[src/rtl/teamd_serial_pkg.sv]
// Shared definitions for the team's asynchronous serial link (transmitter and receiver rework).
// Optional parity is selected elsewhere with the TEAMD_TX_PARITY_EN macro.
package teamd_serial_pkg;

  typedef enum logic [2:0] {
    IDLE   = 3'd0,
    START  = 3'd1,
    DATA   = 3'd2,
    PARITY = 3'd3,
    STOP   = 3'd4
  } tx_state_t;

  localparam logic IDLE_LEVEL  = 1'b1;
  localparam logic START_LEVEL = 1'b0;
  localparam logic STOP_LEVEL  = 1'b1;

  localparam int DEFAULT_DATA_BITS = 7;

  // Counter width that never collapses to zero bits for tiny ranges.
  function automatic int count_width(input int range);
    return (range > 1) ? $clog2(range) : 1;
  endfunction

endpackage

[src/rtl/teamd_baud_tick.sv]
// Bit-period timer: pulses tick on the last CLK of every CLKS_PER_BIT-cycle bit.
// Independent of TEAMD_TX_PARITY_EN.
module teamd_baud_tick
  import teamd_serial_pkg::*;
#(
  parameter int CLKS_PER_BIT = 1
) (
  input  logic CLK,
  input  logic Reset,
  input  logic clear,
  output logic tick
);

  localparam int CNT_W = count_width(CLKS_PER_BIT);
  localparam logic [CNT_W-1:0] LAST = CNT_W'(CLKS_PER_BIT - 1);

  logic [CNT_W-1:0] count;

  assign tick = (count == LAST);

  // Wrapping on tick restarts the count for the next bit without a separate clear.
  always_ff @(posedge CLK) begin
    if (Reset || clear || tick) begin
      count <= '0;
    end else begin
      count <= count + 1'b1;
    end
  end

endmodule

[src/rtl/teamd_async_serial_tx.sv]
// Asynchronous serial transmitter: start bit, LSB-first data, optional even parity, stop bit(s).
// Define TEAMD_TX_PARITY_EN to insert the parity bit; the default build sends no parity.
module teamd_async_serial_tx
  import teamd_serial_pkg::*;
#(
  parameter int DATA_BITS    = DEFAULT_DATA_BITS,
  parameter int CLKS_PER_BIT = 1,
  parameter int STOP_BITS    = 1
) (
  input  logic                 CLK,
  input  logic                 Reset,
  input  logic [DATA_BITS-1:0] iD,
  input  logic                 iSend,
  output logic                 iBusy,
  output logic                 iDone,
  output logic                 Tx
);

  localparam int BIT_W = count_width(DATA_BITS);
  localparam logic [BIT_W-1:0] LAST_DATA = BIT_W'(DATA_BITS - 1);
  localparam logic [BIT_W-1:0] LAST_STOP = BIT_W'(STOP_BITS - 1);

  tx_state_t            state;
  logic [DATA_BITS-1:0] shift;
  logic [DATA_BITS-1:0] shift_next;
  logic [BIT_W-1:0]     bit_cnt;
  logic                 tick;
`ifdef TEAMD_TX_PARITY_EN
  logic                 parity;
`endif

  assign shift_next = shift >> 1;

  // Holding the timer clear in IDLE makes every bit start from a zero count.
  teamd_baud_tick #(
    .CLKS_PER_BIT(CLKS_PER_BIT)
  ) u_baud (
    .CLK  (CLK),
    .Reset(Reset),
    .clear(state == IDLE),
    .tick (tick)
  );

  always_ff @(posedge CLK) begin
    if (Reset) begin
      state   <= IDLE;
      shift   <= '0;
      bit_cnt <= '0;
      Tx      <= IDLE_LEVEL;
      iBusy   <= 1'b0;
      iDone   <= 1'b0;
`ifdef TEAMD_TX_PARITY_EN
      parity  <= 1'b0;
`endif
    end else begin
      iDone <= 1'b0;
      case (state)
        IDLE: begin
          Tx      <= IDLE_LEVEL;
          iBusy   <= 1'b0;
          bit_cnt <= '0;
          if (iSend) begin
            shift <= iD;
`ifdef TEAMD_TX_PARITY_EN
            parity <= ^iD;
`endif
            state <= START;
            Tx    <= START_LEVEL;
            iBusy <= 1'b1;
          end
        end
        START: begin
          if (tick) begin
            state <= DATA;
            Tx    <= shift[0];
          end
        end
        DATA: begin
          if (tick) begin
            shift <= shift_next;
            if (bit_cnt == LAST_DATA) begin
              bit_cnt <= '0;
`ifdef TEAMD_TX_PARITY_EN
              state   <= PARITY;
              Tx      <= parity;
`else
              state   <= STOP;
              Tx      <= STOP_LEVEL;
`endif
            end else begin
              bit_cnt <= bit_cnt + 1'b1;
              Tx      <= shift_next[0];
            end
          end
        end
`ifdef TEAMD_TX_PARITY_EN
        PARITY: begin
          if (tick) begin
            state <= STOP;
            Tx    <= STOP_LEVEL;
          end
        end
`endif
        STOP: begin
          if (tick) begin
            if (bit_cnt == LAST_STOP) begin
              bit_cnt <= '0;
              state   <= IDLE;
              iBusy   <= 1'b0;
              iDone   <= 1'b1;
            end else begin
              bit_cnt <= bit_cnt + 1'b1;
            end
          end
        end
        default: begin
          state   <= IDLE;
          bit_cnt <= '0;
          Tx      <= IDLE_LEVEL;
          iBusy   <= 1'b0;
        end
      endcase
    end
  end

endmodule

[config.mk]
export PLATFORM = sky130hd
export DESIGN_NAME = teamd_async_serial_tx
export DESIGN_NICKNAME = d
export VERILOG_FILES = /design/src/rtl/teamd_serial_pkg.sv /design/src/rtl/teamd_baud_tick.sv /design/src/rtl/teamd_async_serial_tx.sv
export SDC_FILE = /design/constraint.sdc
export NUM_CORES = 1
export LEC_CHECK = 0
export BUFFER_PORTS_ARGS = -buffer_cell sky130_fd_sc_hd__buf_4
export CAP_MARGIN = 20
export CORE_MARGIN = 4
export CORE_UTILIZATION = 59
export DETAILED_ROUTE_END_ITERATION = 10
export PLACE_DENSITY = 0.81
export RECOVER_POWER = 100
export SLEW_MARGIN = 25
export SYNTH_ARGS = -nofsm -noshare
export SYNTH_HDL_FRONTEND = slang
export SYNTH_SLANG_ARGS = --single-unit
[constraint.sdc]
create_clock -name CLK -period 4.6 [get_ports CLK]
set_input_delay 0 -clock CLK [delete_from_list [all_inputs] [get_ports CLK]]
set_output_delay 0 -clock CLK [all_outputs]
set_load 0.02 [all_outputs]
==> metrics.md <==
| Metric | Value |
|---|---|
| Syn Nets | 118 |
| Area occupied by multi-input gates | 542 sq um |
| Vias in the first global route | 755 |
| Worst Hold End | shift[4] |
| Slew Viols, Final | 0 |
| Via-to-Cell Ratio | 6.11 |
| Max Freq | 524 MHz |
| Share of layout cells above drive strength 1 | 14.8% |
| Hold path depth | 2 |
| Row count | 14 |
| Grt ovf | 0 |
| Num CTS Buffers | 3 |
| Hold Path Class | in2reg |
| CTS root buf | clkbuf_4 |
| Slew headroom | 63.1% |
| Drt total wl | 1900 um |
| First-pass GRT wire length | 3390 um |
| Fin crit period | 1910 ps |
| Pwr per Cell Area | 305 nW/um^2 |
| Initial core utilization | 63.3% |
| Commonest non-fill, non-tap cell in the layout | dfxtp_1 |
| Avg WL per Cell | 14.5 um |
| Die Ht | 48.4 um |
| Worst skew pair latency | 300 ps |
| Register bit total from synthesis | 17 |
| Power, Total | 316 uW |
| Worst hold slack | -5.70 ps |
| CTS clk-pin slew, worst paths | 110 ps |
| DRC errors left | 0 |
| Status | complete, but fails checks |
| Final Non-Filler Cells | 131 |
| Die X | 48.4 um |
| Global-route usage over all layers | 18.1% |
| Seq. cell area | 340 sq um |
| Worst r2r src | state[1] |
| Setup crit start kind | flop |
| Critical Path Fanout Max | 14 |
| Leakage | 0.000385 uW |
| Netlist area before placement | 965 sq um |
| Die area | 2350 sq um |
| Detailed Route Iter0 Violations | 12 |
| Synth area leaders | dfxtp_1, mux2i_1, a211oi_2, ha_1, nor2_1 |
| Most frequent cells in the layout | dfxtp_1, nor2_1, buf_4 |
| Nets | 129 |
| Hpwl dp | 1330 um |
| IO buf count | 12 |
| Tightest Pin Transition | 553 ps |
| Setup_tns | 0 ps |
| Max Cap Viol | 0 |
| Initial antenna violation count | 0 |
| Post-DRT Antenna Nets | 0 |
| H-tree Lvls | 1 |
| Post-CTS Setup Inserts | 0 |
| CTS tree | yes |
| Worst vdd rail ir drop | 262 uV |
| Netlist cell types | 41 |
| Flop2flop setup slack | 2690 ps |
| Via Count | 801 |
| FF-to-FF End | shift[1] |
| Post-placement cell count | 126 |
| Post-synth top area share | 35.3% |
| Period utilization | 41.5% |
| Drt pass-1 iters | 4 |
| Post-synthesis cell count | 105 |
| Critical path start-end classification | reg2reg |
| TritonCTS Sinks | 17 |
| Worst-case reg-to-reg path depth | 4 |
| Post-Route Skew | 5.49 ps |
| Synthesis Warnings | 0 |
| HP Start | Reset |
| Core ar. | 1520 sq um |
| Failing checks | hold timing |
| Yosys top cell by area | dfxtp_1 |
| CP arrival | 2120 ps |
| RSZ-0062 raised after global routing | no |
| CP endpoint kind | flop |
| Number of hold violations in the final report | 3 |
| Largest net degree at the start of global routing | 17 |
| Synthesized area per cell | 9.19 sq um |
| Post-synthesis sequential area ratio | 35.3% |
| FILL cells | 139 |
| Worst EP required | 4810 ps |
| Antenna Cells | 0 |
| Final setup fails | 0 |
| IO Pins | 13 |
| Area Growth Syn to Fin | 7.52% |
| Number of gates resized after cts | 0 |
| Gpl congestion | 0.770 |
| CTS Buffer Depth | 2 |
[worst max-delay path by stage]
stage / from / to / slack, ps / depth (start not counted)
after floorplan: u_baud.count / Tx / 3100 / 4
after global placement: state[1] / Tx / 2880 / 3
after detailed placement: state[1] / Tx / 2840 / 3
after CTS: state[1] / Tx / 2810 / 3
after global routing: state[1] / shift[1] / 2480 / 4
final: state[1] / shift[1] / 2690 / 4
[what timing repair did]
action,CTS,global route
endpoints found under the hold margin,1,0
hold buffers,1,0
endpoints found under the setup margin,0,0
[metrics by stage]
| step | utilization (%) | instance area, sq um | setup slack, ps | hold slack, ps |
|---|---|---|---|---|
| 2_1_floorplan | - | 965 | 3100 | 136 |
| 3_3_place_gp | 67.4 | 1030 | 2880 | 250 |
| 3_5_place_dp | 67.4 | 1030 | 2840 | 263 |
| 4_1_cts | 69.9 | 1060 | 2810 | 1.15 |
| 5_1_grt | 68.1 | 1040 | 2480 | -5.31 |
| 6_report | 68.1 | 1040 | 2690 | -5.70 |
[final cells by class]
class / count / share of cell area [%]
multi-input combinational: 76 / 52.2
sequential: 17 / 32.8
timing repair buffer: 13 / 8.56
clock buffer: 3 / 2.17
tap: 16 / 1.93
inverter: 5 / 1.81
clock inverter: 1 / 0.483
[registers in the layout, indices dropped and copies added, names as in the netlist]
register	flops
shift	7
state	3
u_baud.count	1
bit_cnt	3
iDone	1
iBusy	1
Tx	1
[synthesized netlist by cell type]
library cell / n
conb_1: 1
a211oi_2: 4
nand4_1: 3
buf_6: 2
nand3_1: 1
nor3_4: 1
o21ai_0: 3
nor4bb_1: 2
nor2_1: 10
buf_4: 1
a32oi_1: 1
mux2i_1: 6
nand2b_1: 4
ha_1: 3
dfxtp_1: 17
nor3b_1: 2
or3_1: 2
a31o_1: 1
o31ai_1: 1
xnor2_1: 1
o32a_1: 1
buf_1: 1
a211o_1: 1
inv_2: 1
nor2b_1: 4
and2_1: 1
a211oi_1: 2
o2bb2ai_1: 1
nor3_1: 2
nand2b_2: 1
o311ai_0: 1
or4b_4: 1
nor4b_2: 1
buf_2: 2
a21oi_1: 7
a21o_1: 1
nand2_1: 2
inv_1: 4
clkbuf_1: 1
nor4_1: 3
and3b_1: 1
[worst max-delay path, stage by stage, from the launching register on]
cell and delay (ps):
dfxtp_1 630, or4b_1 500, nand2b_1 390, nor2_1 80
a211oi_1 230
[per-layer routing]
layer | vias to the layer above | global-route usage, % | wire, um
met3 | 4 | 3.99 | 75
met1 | 372 | 23.4 | 902
met5 | - | 0 | 0
met4 | 0 | 9.68 | 42
met2 | 17 | 27.6 | 885
li1 | 408 | - | -
[kinds of logic (layout without fill, tap and decap cells)]
logic type,after synthesis,in the layout,synth area share (%)
mux,6,6,6.23
flops,17,17,35.3
other cells,1,1,0.389
xor+xnor,1,1,0.908
compound gates,24,24,19.1
buf+inv,12,22,6.87
fa+ha+maj,3,3,3.89
simple gates,41,41,27.4
[report_power, final]
part | total (uW) | internal, uW | switching [uW] | leakage [uW]
Sequential | 172 | 159 | 13.6 | 0.000140
Combinational | 60.8 | 27.9 | 32.8 | 0.000228
Clock | 83.0 | 32.4 | 50.6 | 0.0000177
No activity file was read; power rests on OpenSTA's default activity.
